===== config.mk =====
export PLATFORM = sky130hd
export DESIGN_NAME = btb_update_writer_flat
export DESIGN_NICKNAME = d
export VERILOG_FILES = /design/src/rtl/btb_update_writer_if.sv /design/src/rtl/btb_update_writer.sv /design/src/flat_wrapper.sv
export SDC_FILE = /design/constraint.sdc
export NUM_CORES = 1
export LEC_CHECK = 0
export CORE_MARGIN = 2
export CORE_UTILIZATION = 50
export CTS_CLUSTER_DIAMETER = 50
export DETAILED_ROUTE_END_ITERATION = 6
export GPL_ROUTABILITY_DRIVEN = 0
export PLACE_DENSITY_LB_ADDON = 0.2
export SLEW_MARGIN = 30
export SYNTH_ARGS = -nofsm -noshare
export SYNTH_HDL_FRONTEND = slang
export SYNTH_SLANG_ARGS = --single-unit
export TNS_END_PERCENT = 1

===== constraint.sdc =====
create_clock -name clk -period 5.8 [get_ports clk]
set_input_delay 0.87 -clock clk [delete_from_list [all_inputs] [get_ports clk]]
set_output_delay 0.87 -clock clk [all_outputs]
set_load 0.01 [all_outputs]

===== src/rtl/btb_update_writer_if.sv =====
// Bundle of the update, lookup and BTB write-port signals of btb_update_writer.
// The slave side is the writer itself; the master side is its environment
// (EX-stage producer, BTB arrays, LRU next-state logic).
interface btb_update_writer_if #(
    parameter int unsigned SETS  = 8,
    parameter int unsigned IDX_W = 3,
    parameter int unsigned TAG_W = 27
);
    // Resolved-branch update handshake from EX
    logic             upd_valid;
    logic             upd_ready;
    logic [IDX_W-1:0] upd_index;
    logic [TAG_W-1:0] upd_tag;
    logic [31:0]      upd_target;
    logic             upd_taken;

    // Set probe toward the BTB arrays
    logic [IDX_W-1:0] lookup_index;
    logic             way0_valid;
    logic             way1_valid;
    logic [TAG_W-1:0] way0_tag;
    logic [TAG_W-1:0] way1_tag;
    logic [SETS-1:0]  LRU;

    // BTB write port
    logic             wr_grant;
    logic             btb_wr_en;
    logic [IDX_W-1:0] btb_wr_index;
    logic             btb_wr_way;
    logic [TAG_W-1:0] btb_wr_tag;
    logic [31:0]      btb_wr_target;
    logic             btb_wr_valid;

    // LRU next-state notification and status
    logic [IDX_W-1:0] update_index;
    logic             update_lru_write;
    logic             busy;

    modport master (
        output upd_valid, upd_index, upd_tag, upd_target, upd_taken,
        output way0_valid, way1_valid, way0_tag, way1_tag, LRU, wr_grant,
        input  upd_ready, lookup_index,
        input  btb_wr_en, btb_wr_index, btb_wr_way, btb_wr_tag, btb_wr_target, btb_wr_valid,
        input  update_index, update_lru_write, busy
    );

    modport slave (
        input  upd_valid, upd_index, upd_tag, upd_target, upd_taken,
        input  way0_valid, way1_valid, way0_tag, way1_tag, LRU, wr_grant,
        output upd_ready, lookup_index,
        output btb_wr_en, btb_wr_index, btb_wr_way, btb_wr_tag, btb_wr_target, btb_wr_valid,
        output update_index, update_lru_write, busy
    );
endinterface


===== src/rtl/btb_update_writer.sv =====
// BTB update writer: queues resolved-branch updates, probes the addressed set,
// picks a way (hit, else invalid way, else LRU victim) and issues one BTB write
// per granted cycle, notifying the LRU next-state logic on every install.
module btb_update_writer #(
    parameter int unsigned SETS  = 8,
    parameter int unsigned IDX_W = 3,
    parameter int unsigned TAG_W = 27,
    parameter int unsigned DEPTH = 4
) (
    input logic              clk,
    input logic              rst,
    btb_update_writer_if.slave bus
);

    localparam int unsigned PTR_W = $clog2(DEPTH);
    localparam int unsigned CNT_W = PTR_W + 1;
    localparam logic [CNT_W-1:0] FullCnt = CNT_W'(DEPTH);

    typedef struct packed {
        logic [IDX_W-1:0] index;
        logic [TAG_W-1:0] tag;
        logic [31:0]      target;
        logic             taken;
    } upd_t;

    typedef enum logic [1:0] {StIdle, StLookup, StWrite} state_e;
    typedef enum logic [1:0] {ActDrop, ActInstall, ActInval} act_e;

    // FIFO state
    upd_t             mem_q [DEPTH];
    upd_t             mem_d [DEPTH];
    logic [PTR_W-1:0] wr_ptr_q, wr_ptr_d;
    logic [PTR_W-1:0] rd_ptr_q, rd_ptr_d;
    logic [CNT_W-1:0] count_q, count_d;

    // Control and working register
    state_e state_q, state_d;
    upd_t   work_q, work_d;
    logic   way_q, way_d;
    act_e   act_q, act_d;

    logic            push, pop;
    logic            fifo_empty, fifo_full;
    logic            hit0, hit1;
    logic            sel_way;
    act_e            sel_act;
    logic            wr_fire, wr_done, wr_en;
    logic [SETS-1:0] lru_vec;
    upd_t            upd_in;

    assign fifo_empty = (count_q == '0);
    assign fifo_full  = (count_q == FullCnt);
    assign push       = bus.upd_valid && !fifo_full;
    assign lru_vec    = bus.LRU;

    // Incoming update packed into a FIFO entry
    always_comb begin
        upd_in        = '0;
        upd_in.index  = bus.upd_index;
        upd_in.tag    = bus.upd_tag;
        upd_in.target = bus.upd_target;
        upd_in.taken  = bus.upd_taken;
    end

    // Way selection and action for the working entry against the probed set
    always_comb begin
        hit0 = bus.way0_valid && (bus.way0_tag == work_q.tag);
        hit1 = bus.way1_valid && (bus.way1_tag == work_q.tag);

        if (hit0) begin
            sel_way = 1'b0;
        end else if (hit1) begin
            sel_way = 1'b1;
        end else if (!bus.way0_valid) begin
            sel_way = 1'b0;
        end else if (!bus.way1_valid) begin
            sel_way = 1'b1;
        end else begin
            sel_way = lru_vec[work_q.index];
        end

        if (work_q.taken) begin
            sel_act = ActInstall;
        end else if (hit0 || hit1) begin
            sel_act = ActInval;
        end else begin
            sel_act = ActDrop;
        end
    end

    // FSM next state, pop decision and working-register load
    always_comb begin
        state_d = state_q;
        work_d  = work_q;
        way_d   = way_q;
        act_d   = act_q;
        pop     = 1'b0;
        wr_fire = 1'b0;
        wr_done = 1'b0;

        unique case (state_q)
            StIdle: begin
                if (!fifo_empty) begin
                    pop     = 1'b1;
                    state_d = StLookup;
                end
            end
            StLookup: begin
                way_d   = sel_way;
                act_d   = sel_act;
                state_d = StWrite;
            end
            StWrite: begin
                // A drop retires in one cycle; a real write waits for the port
                wr_fire = (act_q != ActDrop) && bus.wr_grant;
                wr_done = (act_q == ActDrop) || bus.wr_grant;
                if (wr_done) begin
                    if (!fifo_empty) begin
                        pop     = 1'b1;
                        state_d = StLookup;
                    end else begin
                        state_d = StIdle;
                    end
                end
            end
            default: state_d = StIdle;
        endcase

        if (pop) begin
            work_d = mem_q[rd_ptr_q];
        end
    end

    // FIFO pointer, count and storage next state
    always_comb begin
        mem_d    = mem_q;
        wr_ptr_d = wr_ptr_q;
        rd_ptr_d = rd_ptr_q;
        if (push) begin
            mem_d[wr_ptr_q] = upd_in;
            wr_ptr_d        = wr_ptr_q + PTR_W'(1);
        end
        if (pop) begin
            rd_ptr_d = rd_ptr_q + PTR_W'(1);
        end
        count_d = count_q + CNT_W'(push) - CNT_W'(pop);
    end

    // Control state, pointers and working register with synchronous reset
    always_ff @(posedge clk) begin
        if (rst) begin
            state_q  <= StIdle;
            wr_ptr_q <= '0;
            rd_ptr_q <= '0;
            count_q  <= '0;
            work_q   <= '0;
            way_q    <= 1'b0;
            act_q    <= ActDrop;
        end else begin
            state_q  <= state_d;
            wr_ptr_q <= wr_ptr_d;
            rd_ptr_q <= rd_ptr_d;
            count_q  <= count_d;
            work_q   <= work_d;
            way_q    <= way_d;
            act_q    <= act_d;
        end
    end

    // FIFO storage; contents are don't-care while the count says empty
    always_ff @(posedge clk) begin
        mem_q <= mem_d;
    end

    // Outputs; forced to their reset values while rst is high so no write
    // can leak out of the reset cycle
    always_comb begin
        wr_en                = wr_fire && !rst;
        bus.upd_ready        = rst || !fifo_full;
        bus.busy             = !rst && (!fifo_empty || (state_q != StIdle));
        bus.lookup_index     = (!rst && (state_q == StLookup)) ? work_q.index : '0;
        bus.btb_wr_en        = wr_en;
        bus.btb_wr_index     = wr_en ? work_q.index : '0;
        bus.btb_wr_way       = wr_en ? way_q : 1'b0;
        bus.btb_wr_tag       = wr_en ? work_q.tag : '0;
        bus.btb_wr_target    = wr_en ? work_q.target : '0;
        bus.btb_wr_valid     = wr_en && (act_q == ActInstall);
        bus.update_lru_write = wr_en && (act_q == ActInstall);
        bus.update_index     = wr_en ? work_q.index : '0;
    end

endmodule


===== src/flat_wrapper.sv =====
// flat-port wrapper written by rule: the top's interface ports become plain ports
module btb_update_writer_flat 
#(
    parameter int unsigned SETS  = 8,
    parameter int unsigned IDX_W = 3,
    parameter int unsigned TAG_W = 27,
    parameter int unsigned DEPTH = 4
)
  (clk, rst, bus_upd_valid, bus_upd_index, bus_upd_tag, bus_upd_target, bus_upd_taken, bus_way0_valid, bus_way1_valid, bus_way0_tag, bus_way1_tag, bus_LRU, bus_wr_grant, bus_upd_ready, bus_lookup_index, bus_btb_wr_en, bus_btb_wr_index, bus_btb_wr_way, bus_btb_wr_tag, bus_btb_wr_target, bus_btb_wr_valid, bus_update_index, bus_update_lru_write, bus_busy);
  btb_update_writer_if #(.SETS(SETS), .IDX_W(IDX_W), .TAG_W(TAG_W)) bus_i ();
  input logic clk;
  input logic rst;
  input wire logic [$bits(bus_i.upd_valid)-1:0] bus_upd_valid;
  input wire logic [$bits(bus_i.upd_index)-1:0] bus_upd_index;
  input wire logic [$bits(bus_i.upd_tag)-1:0] bus_upd_tag;
  input wire logic [$bits(bus_i.upd_target)-1:0] bus_upd_target;
  input wire logic [$bits(bus_i.upd_taken)-1:0] bus_upd_taken;
  input wire logic [$bits(bus_i.way0_valid)-1:0] bus_way0_valid;
  input wire logic [$bits(bus_i.way1_valid)-1:0] bus_way1_valid;
  input wire logic [$bits(bus_i.way0_tag)-1:0] bus_way0_tag;
  input wire logic [$bits(bus_i.way1_tag)-1:0] bus_way1_tag;
  input wire logic [$bits(bus_i.LRU)-1:0] bus_LRU;
  input wire logic [$bits(bus_i.wr_grant)-1:0] bus_wr_grant;
  output wire logic [$bits(bus_i.upd_ready)-1:0] bus_upd_ready;
  output wire logic [$bits(bus_i.lookup_index)-1:0] bus_lookup_index;
  output wire logic [$bits(bus_i.btb_wr_en)-1:0] bus_btb_wr_en;
  output wire logic [$bits(bus_i.btb_wr_index)-1:0] bus_btb_wr_index;
  output wire logic [$bits(bus_i.btb_wr_way)-1:0] bus_btb_wr_way;
  output wire logic [$bits(bus_i.btb_wr_tag)-1:0] bus_btb_wr_tag;
  output wire logic [$bits(bus_i.btb_wr_target)-1:0] bus_btb_wr_target;
  output wire logic [$bits(bus_i.btb_wr_valid)-1:0] bus_btb_wr_valid;
  output wire logic [$bits(bus_i.update_index)-1:0] bus_update_index;
  output wire logic [$bits(bus_i.update_lru_write)-1:0] bus_update_lru_write;
  output wire logic [$bits(bus_i.busy)-1:0] bus_busy;
  assign bus_i.upd_valid = bus_upd_valid;
  assign bus_i.upd_index = bus_upd_index;
  assign bus_i.upd_tag = bus_upd_tag;
  assign bus_i.upd_target = bus_upd_target;
  assign bus_i.upd_taken = bus_upd_taken;
  assign bus_i.way0_valid = bus_way0_valid;
  assign bus_i.way1_valid = bus_way1_valid;
  assign bus_i.way0_tag = bus_way0_tag;
  assign bus_i.way1_tag = bus_way1_tag;
  assign bus_i.LRU = bus_LRU;
  assign bus_i.wr_grant = bus_wr_grant;
  assign bus_upd_ready = bus_i.upd_ready;
  assign bus_lookup_index = bus_i.lookup_index;
  assign bus_btb_wr_en = bus_i.btb_wr_en;
  assign bus_btb_wr_index = bus_i.btb_wr_index;
  assign bus_btb_wr_way = bus_i.btb_wr_way;
  assign bus_btb_wr_tag = bus_i.btb_wr_tag;
  assign bus_btb_wr_target = bus_i.btb_wr_target;
  assign bus_btb_wr_valid = bus_i.btb_wr_valid;
  assign bus_update_index = bus_i.update_index;
  assign bus_update_lru_write = bus_i.update_lru_write;
  assign bus_busy = bus_i.busy;
  btb_update_writer #(.SETS(SETS), .IDX_W(IDX_W), .TAG_W(TAG_W), .DEPTH(DEPTH)) u_core (.clk(clk), .rst(rst), .bus(bus_i));
endmodule

==> out/summary.log, run 1 <==
qor: floorplan.number_of_rows_created_at_floorplan 58
qor: final_layout.fill_cells 1792
qor: hold_path.hold_path_class reg -> reg
qor: sta.final_critical_path_setup_slack 1.66 ns
qor: clock_tree.cts_resized 0
qor: critical_path.path_max_fanout 38
qor: global_routing.gr-usage-all-layers 0.215
qor: critical_path.timing.critical_path.to_type output port
qor: logic_synthesis.synth_top_cell_by_area sky130_fd_sc_hd__edfxtp_1
qor: logic_synthesis.ys_async_sr_fraction 0
qor: placement.detailed_placement_hpwl 18.1 mm
qor: final_layout.final_util 0.660
qor: critical_path.setup.worst_path.start_class input pin
qor: sta.setup-tns-final 0 ns
qor: critical_path.required 4.93 ns
qor: critical_path.path_buf_inv 3
qor: sta.clock_skew_after_layout 0.0173 ns
qor: clock_tree.worst_skew_late_latency 0.52 ns
qor: clock_tree.ctsHoldBuffers 0
qor: clock_tree.clock-sinks 327
qor: logic_synthesis.synth_top_cells_by_area sky130_fd_sc_hd__edfxtp_1 (58%), sky130_fd_sc_hd__dfxtp_1 (12%), sky130_fd_sc_hd__mux4_2 (11%)
qor: sta.final-max-slew-violation-count 0
qor: critical_path.timing.critical_path.slowest_stage_cell sky130_fd_sc_hd__nor2_4
qor: floorplan.die_y 165 microns
qor: logic_synthesis.ys_types 32
qor: final_layout.final_net_count 1174
qor: global_routing.grt_start_max_net_pins 80
qor: power_and_ir_drop.p_per_area 438 nW/um^2
qor: critical_path.setup.worst_path.class in -> out
qor: logic_synthesis.synth_enable_flop_cells 252
qor: logic_synthesis.synth-seq-cells 327
qor: sta.worst_slew_pin_slew 0.870 ns
qor: clock_tree.cts_inserted_buffers 37
qor: sta.min_period_over_period 0.713
qor: final_layout.share_of_final_layout_standard_cells_stronger_than_drive_strength_1 0.141
qor: detailed_routing.post-route-drc-count 0
qor: logic_synthesis.synthesis.area 13000 sq um
qor: logic_synthesis.synth.net_count 965
qor: sta.max_slew_margin 0.420
qor: sta.final_period_minus_worst_setup_slack 4.14 ns
qor: clock_tree.tritoncts yes
qor: logic_synthesis.synth-seq-area-share 0.699
qor: clock_tree.clockRootBuffer sky130_fd_sc_hd__clkbuf_16
qor: critical_path.worstPathArrival 3.27 ns
qor: logic_synthesis.syn_avg_cell_area 15.7 sq um
qor: floorplan.dieArea 27200 sq um
qor: placement.pre_cts_ws 1.49 ns
qor: logic_synthesis.synthCells 827
qor: floorplan.dieWidth 165 microns
qor: power_and_ir_drop.leakage 5.60 nW
qor: logic_synthesis.ys.flop_type sky130_fd_sc_hd__edfxtp_1
qor: critical_path.worstPathCellList clkdlybuf4s50_1 > nand3b_1 > nor2_4 > buf_4 > and2_1 > clkdlybuf4s50_1
qor: final_layout.synth_to_layout_area_growth 28.9%
qor: detailed_routing.ant_nets 0
qor: floorplan.placeableCoreArea 25300 sq um
qor: detailed_routing.routed-via-count 7494
qor: global_routing.grt_antenna_before_repair 2
qor: critical_path.worst_path_most_repeated_cell sky130_fd_sc_hd__clkdlybuf4s50_1
qor: critical_path.critPathTopFamily buffers and inverters
qor: detailed_routing.vias_per_cell 5.37
qor: clock_tree.clock_tree.buffer_depth 3
qor: global_routing.grt-ovfl-total 0
qor: clock_tree.clkSlewWorstSetupHoldPaths 0.05 ns
qor: global_routing.grt_pass1_wl 43.6 mm
qor: power_and_ir_drop.max-vdd-ir-drop 0.353 mV
qor: detailed_routing.finalWirelength 28.9 mm
qor: detailed_routing.drt-wirelength-per-cell 20.7 microns
qor: detailed_routing.drt_iter0_markers 469
qor: logic_synthesis.yosysTopAreaCellShare 0.583
qor: power_and_ir_drop.total_power 0.00733 W
qor: sta.rsz0062_at_grt false
qor: status.run_status finished, final reports clean
qor: floorplan.design.portCount 205
qor: logic_synthesis.netlist_top_cells_count sky130_fd_sc_hd__edfxtp_1 (252), sky130_fd_sc_hd__nand2_1 (131), sky130_fd_sc_hd__dfxtp_1 (75), sky130_fd_sc_hd__and2_1 (69), sky130_fd_sc_hd__a21oi_1 (66)
qor: clock_tree.clock_h_tree_levels 2
qor: sta.max_freq 242 MHz
qor: global_routing.first_global_vias 7761
qor: sta.setup_viol 0
qor: placement.port_buffers 204
qor: run.drv_cap 0
qor: floorplan.starting_density_of_the_core 0.512
qor: critical_path.critPathMaxStageDelay 0.60 ns
qor: logic_synthesis.yosys_warnings 0
qor: logic_synthesis.cell_with_the_most_instances_after_synthesis sky130_fd_sc_hd__edfxtp_1
qor: clock_tree.cts_post_setup_buffers_inserted 0
qor: sta.hold_violations 0
qor: detailed_routing.drt_pass1_iterations 4
-- flip-flops by register name, indices dropped and copies added, names as in the netlist --
signal,count
u_core.act_q,2
u_core.work_q,63
u_core.state_q,2
u_core.wr_ptr_q,2
u_core.rd_ptr_q,2
u_core.count_q,3
u_core.mem_q,252
u_core.way_q,1
-- cells in the final DEF, fill, tap and decap left out, types with 8 or more instances in the layout --
cell type	netlist	final
sky130_fd_sc_hd__xnor2_1	33	33
sky130_fd_sc_hd__buf_12	0	8
sky130_fd_sc_hd__nand2_1	131	131
sky130_fd_sc_hd__xor2_1	26	26
sky130_fd_sc_hd__and2_1	69	65
sky130_fd_sc_hd__nand4_1	10	10
sky130_fd_sc_hd__clkbuf_16	0	39
sky130_fd_sc_hd__clkdlybuf4s50_1	0	203
sky130_fd_sc_hd__a21oi_1	66	66
sky130_fd_sc_hd__mux4_2	65	65
sky130_fd_sc_hd__dfxtp_1	75	73
sky130_fd_sc_hd__nor2_1	15	14
sky130_fd_sc_hd__clkbuf_1	18	8
sky130_fd_sc_hd__edfxtp_1	252	252
-- power by group --
| part | internal, W | leakage, nW | switching [W] | total, W |
|---|---|---|---|---|
| Sequential | 0.00295 | 2.93 | 0.000334 | 0.00328 |
| Combinational | 0.000780 | 2.05 | 0.000875 | 0.00166 |
| Clock | 0.00149 | 0.628 | 0.000895 | 0.00239 |
-- metrics by stage --
step                cell area (sq um)  hold WS (ns)  cells
CTS                             16700         0.454   1394
finish                          16700         0.450   1396
detailed placement              15400         0.446   1326
global route                    16700         0.470   1396
global placement                15200         0.438   1318
floorplan                       13000         0.432    827
-- layout make-up --
| class | count | area, sq um | share of cell area |
|---|---|---|---|
| inverters | 7 | 26.3 | 0.00157 |
| clock inverters | 15 | 193 | 0.0115 |
| repair buffers | 217 | 2260 | 0.135 |
| multi-input cells | 446 | 3660 | 0.219 |
| diodes | 1 | 2.50 | 0.000150 |
| clock buffers | 53 | 1090 | 0.0651 |
| flip-flops and latches | 327 | 9080 | 0.543 |
| well taps | 330 | 413 | 0.0247 |
-- routing by layer --
metal | global-route usage | wire length (microns) | vias up
met3 | 0.0500 | 2110 | 50
met2 | 0.365 | 14300 | 229
met1 | 0.279 | 11900 | 3740
li1 | - | - | 3473
met4 | 0.0628 | 586 | 2
met5 | 0 | 13 | -
-- tightest hold or removal path, stage by stage (launching register included) --
cell and delay (ns):
sky130_fd_sc_hd__dfxtp_1 0.30, sky130_fd_sc_hd__nand2_1 0.05, sky130_fd_sc_hd__a21oi_1 0.05
-- cell families (layout without fill, tap and decap cells) --
| group | Yosys count | after routing | share of synthesized area |
|---|---|---|---|
| AND/OR/NAND/NOR | 240 | 240 | 0.0890 |
| multiplexers | 68 | 68 | 0.115 |
| adder cells (fa/ha/maj) | 7 | 7 | 0.00733 |
| other | 0 | 1 | 0 |
| XOR/XNOR | 59 | 59 | 0.0398 |
| buffers and inverters | 54 | 292 | 0.0201 |
| flip-flops | 327 | 327 | 0.699 |
| AO/OA/AOI/OAI | 72 | 72 | 0.0293 |
-- path summary, 6_finish.rpt --
path	cells after the start	endpoint	startpoint	slack, ns
min	2	u_core.work_q[28]$_SDFFE_PP0P_	u_core.work_q[28]$_SDFFE_PP0P_	0.45
max reg2reg	12	u_core.count_q[2]$_SDFF_PP0_	u_core.act_q[0]$_SDFFE_PP0N_	3.38
max	6	bus_btb_wr_index[1]	bus_wr_grant	1.66
min reg2reg	2	u_core.work_q[28]$_SDFFE_PP0P_	u_core.work_q[28]$_SDFFE_PP0P_	0.45
No activity file was read; power rests on OpenSTA's default activity.
==> inputs of run 2 (changes only) <==
--- a/config.mk
+++ b/config.mk
@@ -6,7 +6,7 @@
 export NUM_CORES = 1
 export LEC_CHECK = 0
 export CORE_MARGIN = 2
-export CORE_UTILIZATION = 50
+export CORE_UTILIZATION = 48
 export CTS_CLUSTER_DIAMETER = 50
 export DETAILED_ROUTE_END_ITERATION = 6
 export GPL_ROUTABILITY_DRIVEN = 0
==> constraint.sdc (replaced) <==
create_clock -name clk -period 3.4 [get_ports clk]
set_input_delay 0.51 -clock clk [delete_from_list [all_inputs] [get_ports clk]]
set_output_delay 0.51 -clock clk [all_outputs]
set_load 0.01 [all_outputs]
==> run 2 against run 1 <==
Effect of this change: non-clock buffer count rose by 6; sequential power up 71%; flip-flop and latch count is the same; final cell count rose by 0.79%; combinational power is 69% higher; power is 65% higher.
==> out/summary.log, run 2 (synthesis results as in run 1) <==
qor: final_layout.largest_registers u_core.mem_q (252), u_core.work_q (63), u_core.count_q (3)
qor: sta.worst_slew_pin_slew 0.818 ns [-0.0526 ns]
qor: critical_path.timing.critical_path.slowest_stage_cell sky130_fd_sc_hd__clkdlybuf4s50_1
qor: detailed_routing.drt_pass1_iterations 5 [+1]
qor: critical_path.timing.critical_path.to_type output port
qor: detailed_routing.post-route-drc-count 0 [unchanged]
qor: final_layout.final_cell_count_no_fill 1407 [+0.79%]
qor: final_layout.most-common-layout-cells sky130_fd_sc_hd__edfxtp_1 (252), sky130_fd_sc_hd__clkdlybuf4s50_1 (203), sky130_fd_sc_hd__nand2_1 (131)
qor: final_layout.synth_to_layout_area_growth 27.9%
qor: hold_path.capture_endpoint_of_the_worst_hold_path u_core.act_q[1]$_SDFFE_PP0N_
qor: clock_tree.worst_skew_late_latency 0.50 ns [-0.02 ns]
qor: hold_path.hold_path_class in -> reg
qor: critical_path.path_buf_inv 3 [unchanged]
qor: sta.max_freq 350 MHz
qor: sta.setup-tns-final 0 ns [unchanged]
qor: global_routing.grt_pass1_wl 44.5 mm [+2.0%]
qor: critical_path.critPathMaxStageDelay 0.55 ns [-0.05 ns]
qor: clock_tree.cts_post_setup_buffers_inserted 0 [unchanged]
qor: critical_path.setup.worst_path.class reg -> out
qor: final_layout.register_with_the_highest_flop_count u_core.mem_q
qor: sta.clock_skew_after_layout 0.0118 ns [-0.00547 ns]
qor: floorplan.number_of_rows_created_at_floorplan 60 [+3.4%]
qor: floorplan.dieWidth 168 microns [+2.0%]
qor: global_routing.first_global_vias 7859 [+1.3%]
qor: sta.rsz0062_at_grt false
qor: floorplan.placeableCoreArea 26700 sq um [+5.5%]
qor: sta.final-max-slew-violation-count 0 [unchanged]
qor: placement.placed_area 15500 sq um [+0.30%]
qor: final_layout.multi_input_logic_area 3660 sq um [unchanged]
qor: critical_path.worstPathCellList inv_1 > nor2_1 > nand3b_1 > nor2_4 > buf_12 > and2_1 > clkdlybuf4s50_1
qor: run.drv_cap 0 [unchanged]
qor: power_and_ir_drop.max-vdd-ir-drop 0.473 mV [+34%]
qor: clock_tree.ctsHoldBuffers 0 [unchanged]
qor: sta.setup_viol 0 [unchanged]
qor: final_layout.post-route-cell-area 16600 sq um [-0.79%]
qor: detailed_routing.routed-via-count 7469 [-0.33%]
qor: global_routing.gr-usage-all-layers 0.207 [-0.00831]
qor: hold_path.min_path_cells 2 [unchanged]
qor: floorplan.dieArea 28400 sq um [+4.1%]
qor: clock_tree.clockRootBuffer sky130_fd_sc_hd__clkbuf_16
qor: critical_path.regToRegSetupSlack 1.03 ns [-2.35 ns]
qor: placement.detailed_placement_hpwl 18.1 mm [-0.39%]
qor: floorplan.design.portCount 205 [unchanged]
qor: critical_path.reg2reg_from u_core.act_q[1]$_SDFFE_PP0N_
qor: power_and_ir_drop.p_per_area 730 nW/um^2 [+67%]
qor: final_layout.fill_cells 2046 [+14%]
qor: final_layout.final_common_cell sky130_fd_sc_hd__edfxtp_1
qor: critical_path.setup.worst_path.start_class register
qor: sta.min_period_over_period 0.840
qor: sta.max_slew_margin 0.455 [+0.0350]
qor: clock_tree.clock_tree.buffer_depth 3 [unchanged]
qor: final_layout.sequential_cell_area 9080 sq um [unchanged]
qor: detailed_routing.drt-wirelength-per-cell 20.4 microns [-1.7%]
qor: critical_path.critPathTopFamily buffers and inverters
qor: sta.hold_violations 0 [unchanged]
qor: placement.placedCellCount 1344 [+1.4%]
qor: floorplan.die_y 168 microns [+2.0%]
qor: critical_path.path_max_fanout 64 [+68%]
qor: clock_tree.clock_h_tree_levels 2 [unchanged]
qor: clock_tree.cts_inserted_buffers 34 [-8.1%]
qor: power_and_ir_drop.leakage 5.54 nW [-1.1%]
qor: global_routing.grt-ovfl-total 0 [unchanged]
qor: critical_path.worstPathArrival 2.35 ns [-0.92 ns]
qor: status.run_status finished, final reports clean
qor: detailed_routing.vias_per_cell 5.31 [-1.1%]
qor: detailed_routing.finalWirelength 28.7 mm [-0.88%]
qor: global_routing.grt_antenna_before_repair 4 [+2]
qor: sta.final_period_minus_worst_setup_slack 2.86 ns
qor: final_layout.largest_reg_flops 252 [unchanged]
qor: global_routing.grt_start_max_net_pins 66 [-18%]
qor: critical_path.r2r.worst_path.cells 12 [unchanged]
qor: final_layout.final_net_count 1177 [+0.26%]
qor: detailed_routing.ant_nets 0 [unchanged]
qor: placement.port_buffers 204 [unchanged]
qor: hold_path.hp-start rst
qor: critical_path.required 2.89 ns [-2.04 ns]
qor: final_layout.share_of_final_layout_standard_cells_stronger_than_drive_strength_1 0.137 [-0.00376]
qor: final_layout.final_util 0.621 [-0.0395]
qor: clock_tree.clock-sinks 327 [unchanged]
qor: clock_tree.cts_resized 0 [unchanged]
qor: floorplan.starting_density_of_the_core 0.485 [-0.0268]
qor: detailed_routing.drt_iter0_markers 435 [-7.2%]
qor: clock_tree.clkSlewWorstSetupHoldPaths 0.06 ns [about the same]
qor: critical_path.worst_r2r_endpoint u_core.count_q[2]$_SDFF_PP0_
qor: clock_tree.tritoncts yes
## run 2: routing by layer
metal	vias up	share of wire	track usage	routed length [microns]
met2	253	0.48	0.345	13700
met4	4	0.026	0.0667	733
li1	3483	-	-	-
met3	50	0.069	0.0512	1990
met5	-	0.00091	0	26
met1	3679	0.43	0.269	12200
## run 2: power breakdown
part | switching, W | internal, W
Clock | 0.00144 | 0.00225
Combinational | 0.00146 | 0.00134
Sequential | 0.000596 | 0.00503
## run 2: area by class of cell
type | count | share of cell area
multi-input combinational | 446 | 0.221
clock buffer | 52 | 0.0598
inverter | 7 | 0.00158
tap | 341 | 0.0257
sequential | 327 | 0.547
timing repair buffer | 223 | 0.137
antenna | 1 | 0.000151
clock inverter | 10 | 0.00792
## run 2: worst register-to-register path, stage by stage (launching register included)
cell,delay (ns)
sky130_fd_sc_hd__dfxtp_1,0.32
sky130_fd_sc_hd__nor2_1,0.22
sky130_fd_sc_hd__nor2_1,0.09
sky130_fd_sc_hd__a211o_2,0.35
sky130_fd_sc_hd__inv_2,0.06
sky130_fd_sc_hd__ha_1,0.22
sky130_fd_sc_hd__inv_1,0.05
sky130_fd_sc_hd__ha_1,0.13
sky130_fd_sc_hd__inv_1,0.05
sky130_fd_sc_hd__fa_1,0.39
sky130_fd_sc_hd__xor2_1,0.17
sky130_fd_sc_hd__xnor2_1,0.13
sky130_fd_sc_hd__nor2_1,0.05
## run 2: how the worst max path moves through the flow
stage / to / cells past startpoint / slack (ns) / startpoint
floorplan: u_core.mem_q[0]$_DFFE_PP_ / 2 / 0.54 / bus_upd_valid
global placement: u_core.count_q[2]$_SDFF_PP0_ / 12 / 0.60 / bus_wr_grant
detailed placement: u_core.count_q[2]$_SDFF_PP0_ / 12 / 0.58 / bus_wr_grant
CTS: bus_btb_wr_index[2] / 7 / 0.52 / u_core.state_q[1]$_SDFFE_PP0P_
global route: bus_btb_wr_index[2] / 7 / 0.42 / u_core.state_q[1]$_SDFFE_PP0P_
finish: bus_btb_wr_index[2] / 7 / 0.54 / u_core.state_q[1]$_SDFFE_PP0P_
## run 2: through the flow
stage / power [W] / hold WS, ns / setup slack (ns)
3_5_place_dp: 0.00857 / 0.444 / 0.585
2_1_floorplan: 0.00754 / 0.432 / 0.538
4_1_cts: 0.0123 / 0.346 / 0.517
6_report: 0.0121 / 0.362 / 0.544
5_1_grt: 0.0128 / 0.372 / 0.420
3_3_place_gp: 0.00852 / 0.443 / 0.599
==> inputs of run 3 (changes only) <==
--- a/config.mk
+++ b/config.mk
@@ -6,7 +6,7 @@
 export NUM_CORES = 1
 export LEC_CHECK = 0
 export CORE_MARGIN = 2
-export CORE_UTILIZATION = 48
+export CORE_UTILIZATION = 50
 export CTS_CLUSTER_DIAMETER = 50
 export DETAILED_ROUTE_END_ITERATION = 6
 export GPL_ROUTABILITY_DRIVEN = 0
==> constraint.sdc (replaced) <==
create_clock -name clk -period 2.9 [get_ports clk]
set_input_delay 0.435 -clock clk [delete_from_list [all_inputs] [get_ports clk]]
set_output_delay 0.435 -clock clk [all_outputs]
set_load 0.01 [all_outputs]
==> run 3 against run 2 <==
Effect of this change: register-to-register slack worse by 0.49 ns; critical path type unchanged; highest routed layer unchanged; hold slack worse by 0.069 ns; flip-flop and latch count stayed put; power is 18% higher; non-clock buffer count is 3 higher; final area is 0.52% higher.
==> out/summary.log, run 3 (synthesis results as in run 1) <==
qor: power_and_ir_drop.swShare 0.290 [+0.00125]
qor: sta.setup_viol 0 [unchanged]
qor: sta.min_period_over_period 0.950
qor: global_routing.first_global_vias 7493 [-4.7%]
qor: critical_path.timing.critical_path.to_type output port
qor: critical_path.setup.worst_path.class reg -> out
qor: placement.port_buffers 204 [unchanged]
qor: global_routing.grt_pass1_wl 43.9 mm [-1.2%]
qor: clock_tree.cts_inserted_buffers 35 [+2.9%]
qor: power_and_ir_drop.max-vdd-ir-drop 0.640 mV [+35%]
qor: sta.max_freq 363 MHz
qor: sta.final-max-slew-violation-count 0 [unchanged]
qor: final_layout.most-common-layout-cells sky130_fd_sc_hd__edfxtp_1 (252), sky130_fd_sc_hd__clkdlybuf4s50_1 (199), sky130_fd_sc_hd__nand2_1 (131)
qor: sta.hold_violations 0 [unchanged]
qor: critical_path.setup.worst_path.start_class register
qor: hold_path.hold_path_class in -> reg
qor: global_routing.grt-ovfl-total 0 [unchanged]
qor: clock_tree.ctsHoldBuffers 0 [unchanged]
qor: status.run_status finished, final reports clean
qor: detailed_routing.vias_per_cell 5.30 [-0.20%]
qor: sta.clock_skew_after_layout 0.0221 ns [+0.0102 ns]
qor: detailed_routing.drt_pass1_iterations 5 [unchanged]
qor: power_and_ir_drop.power.combinational.fraction 0.234 [+0.003]
qor: detailed_routing.ant_nets 0 [unchanged]
qor: critical_path.path_max_fanout 64 [unchanged]
qor: run.drv_cap 0 [unchanged]
qor: global_routing.grt_start_max_net_pins 66 [unchanged]
qor: floorplan.number_of_rows_created_at_floorplan 58 [-3.3%]
qor: final_layout.largest_registers u_core.mem_q (252), u_core.work_q (63), u_core.count_q (3)
qor: sta.worst_slew_pin_slew 0.843 ns [+0.0251 ns]
qor: critical_path.required 2.47 ns [-0.42 ns]
qor: clock_tree.tritoncts yes
qor: detailed_routing.routed-via-count 7417 [-0.70%]
qor: final_layout.share_of_final_layout_standard_cells_stronger_than_drive_strength_1 0.145 [+0.00791]
qor: clock_tree.worst_skew_late_latency 0.51 ns [about the same]
qor: detailed_routing.drt-wirelength-per-cell 20.7 microns [+1.7%]
qor: power_and_ir_drop.internal-power 0.0102 W [+18%]
qor: placement.detailed_placement_hpwl 18.4 mm [+1.8%]
qor: hold_path.hp-start rst
qor: detailed_routing.drt_iter0_markers 429 [-1.4%]
qor: power_and_ir_drop.p_per_area 859 nW/um^2 [+18%]
qor: power_and_ir_drop.power.share.clock 0.307 [+0.002]
qor: final_layout.final_net_count 1181 [+0.34%]
qor: floorplan.dieWidth 165 microns [-2.0%]
qor: sta.setup-tns-final 0 ns [unchanged]
qor: floorplan.dieArea 27200 sq um [-3.9%]
qor: power_and_ir_drop.p_sw 0.00415 W [+19%]
qor: clock_tree.cts_resized 0 [unchanged]
qor: floorplan.die_y 165 microns [-2.0%]
qor: clock_tree.clock-sinks 327 [unchanged]
qor: critical_path.worstSetupStartpoint u_core.state_q[1]$_SDFFE_PP0P_
qor: detailed_routing.finalWirelength 29.0 mm [+1.2%]
qor: final_layout.synth_to_layout_area_growth 28.5%
qor: detailed_routing.post-route-drc-count 0 [unchanged]
qor: sta.rsz0062_at_grt false
qor: floorplan.placeableCoreArea 25300 sq um [-5.2%]
qor: placement.placedCellCount 1336 [-0.60%]
qor: power_and_ir_drop.pwr-share-seq 0.458 [-0.006]
qor: final_layout.final_common_cell sky130_fd_sc_hd__edfxtp_1
qor: final_layout.largest_reg_flops 252 [unchanged]
qor: global_routing.gr-usage-all-layers 0.217 [+0.00985]
qor: sta.max_slew_margin 0.438 [-0.0167]
qor: clock_tree.clock_tree.buffer_depth 3 [unchanged]
qor: clock_tree.clkSlewWorstSetupHoldPaths 0.06 ns [about the same]
qor: global_routing.grt_antenna_before_repair 1 [-3]
qor: clock_tree.cts_post_setup_buffers_inserted 0 [unchanged]
qor: sta.final_period_minus_worst_setup_slack 2.76 ns
qor: power_and_ir_drop.leakage 5.66 nW [+2.2%]
qor: critical_path.reg2reg_from u_core.act_q[1]$_SDFFE_PP0N_
qor: clock_tree.clockRootBuffer sky130_fd_sc_hd__clkbuf_16
qor: clock_tree.clock_h_tree_levels 2 [unchanged]
qor: final_layout.register_with_the_highest_flop_count u_core.mem_q
qor: final_layout.final_cell_count_no_fill 1400 [-0.50%]
qor: floorplan.starting_density_of_the_core 0.512 [+0.0268]
qor: floorplan.design.portCount 205 [unchanged]
qor: critical_path.worstPathArrival 2.32 ns [-0.03 ns]
-- run 3: routing by layer --
metal | global-route usage | vias up | part of all wire
met2 | 0.359 | 223 | 0.49
met1 | 0.295 | 3651 | 0.42
li1 | - | 3491 | -
met3 | 0.0475 | 50 | 0.070
met5 | 0 | - | 0.00045
met4 | 0.0569 | 2 | 0.022
-- run 3: through the flow --
stage	utilization	total power (W)	area [sq um]	hold WS [ns]	setup WS, ns
3_3_place_gp	0.612	0.0100	15500	0.441	0.198
6_report	0.658	0.0143	16700	0.294	0.144
3_5_place_dp	0.612	0.0101	15500	0.445	0.190
4_1_cts	0.658	0.0145	16700	0.284	0.117
5_1_grt	0.658	0.0150	16700	0.285	0.0144
2_1_floorplan	-	0.00884	13000	0.432	0.0871
-- run 3: path summary, 6_finish.rpt --
kind / to / slack [ns] / cells after the start
setup / recovery: bus_btb_wr_index[2] / 0.14 / 7
hold / removal: u_core.count_q[1]$_SDFF_PP0_ / 0.29 / 2
setup reg to reg: u_core.count_q[2]$_SDFF_PP0_ / 0.54 / 12
hold reg to reg: u_core.work_q[28]$_SDFFE_PP0P_ / 0.45 / 2
-- run 3: power groups by stage --
stage / sequential [W] / clock [W] / combinational (W)
2_1_floorplan: 0.00631 / 0 / 0.00252
3_3_place_gp: 0.00664 / 0 / 0.00337
3_5_place_dp: 0.00667 / 0 / 0.00339
4_1_cts: 0.00658 / 0.00446 / 0.00342
5_1_grt: 0.00667 / 0.00465 / 0.00370
6_report: 0.00656 / 0.00440 / 0.00336
-- run 3: layout make-up --
cell class,count,area (sq um)
Antenna cell,1,2.50
Clock buffer,47,993
Clock inverter,16,158
Fill cell,1826,8660
Inverter,7,26.3
Multi-Input combinational cell,446,3660
Sequential cell,327,9080
Tap cell,330,413
Timing Repair Buffer,226,2340
-- run 3: worst max-delay path, cell delays in order (launching register included) --
cell                              delay, ns
sky130_fd_sc_hd__dfxtp_1               0.35
sky130_fd_sc_hd__inv_1                 0.09
sky130_fd_sc_hd__nor2_2                0.13
sky130_fd_sc_hd__nand3b_1              0.15
sky130_fd_sc_hd__nor2_4                0.13
sky130_fd_sc_hd__buf_12                0.24
sky130_fd_sc_hd__and2_1                0.18
sky130_fd_sc_hd__clkdlybuf4s50_1       0.53
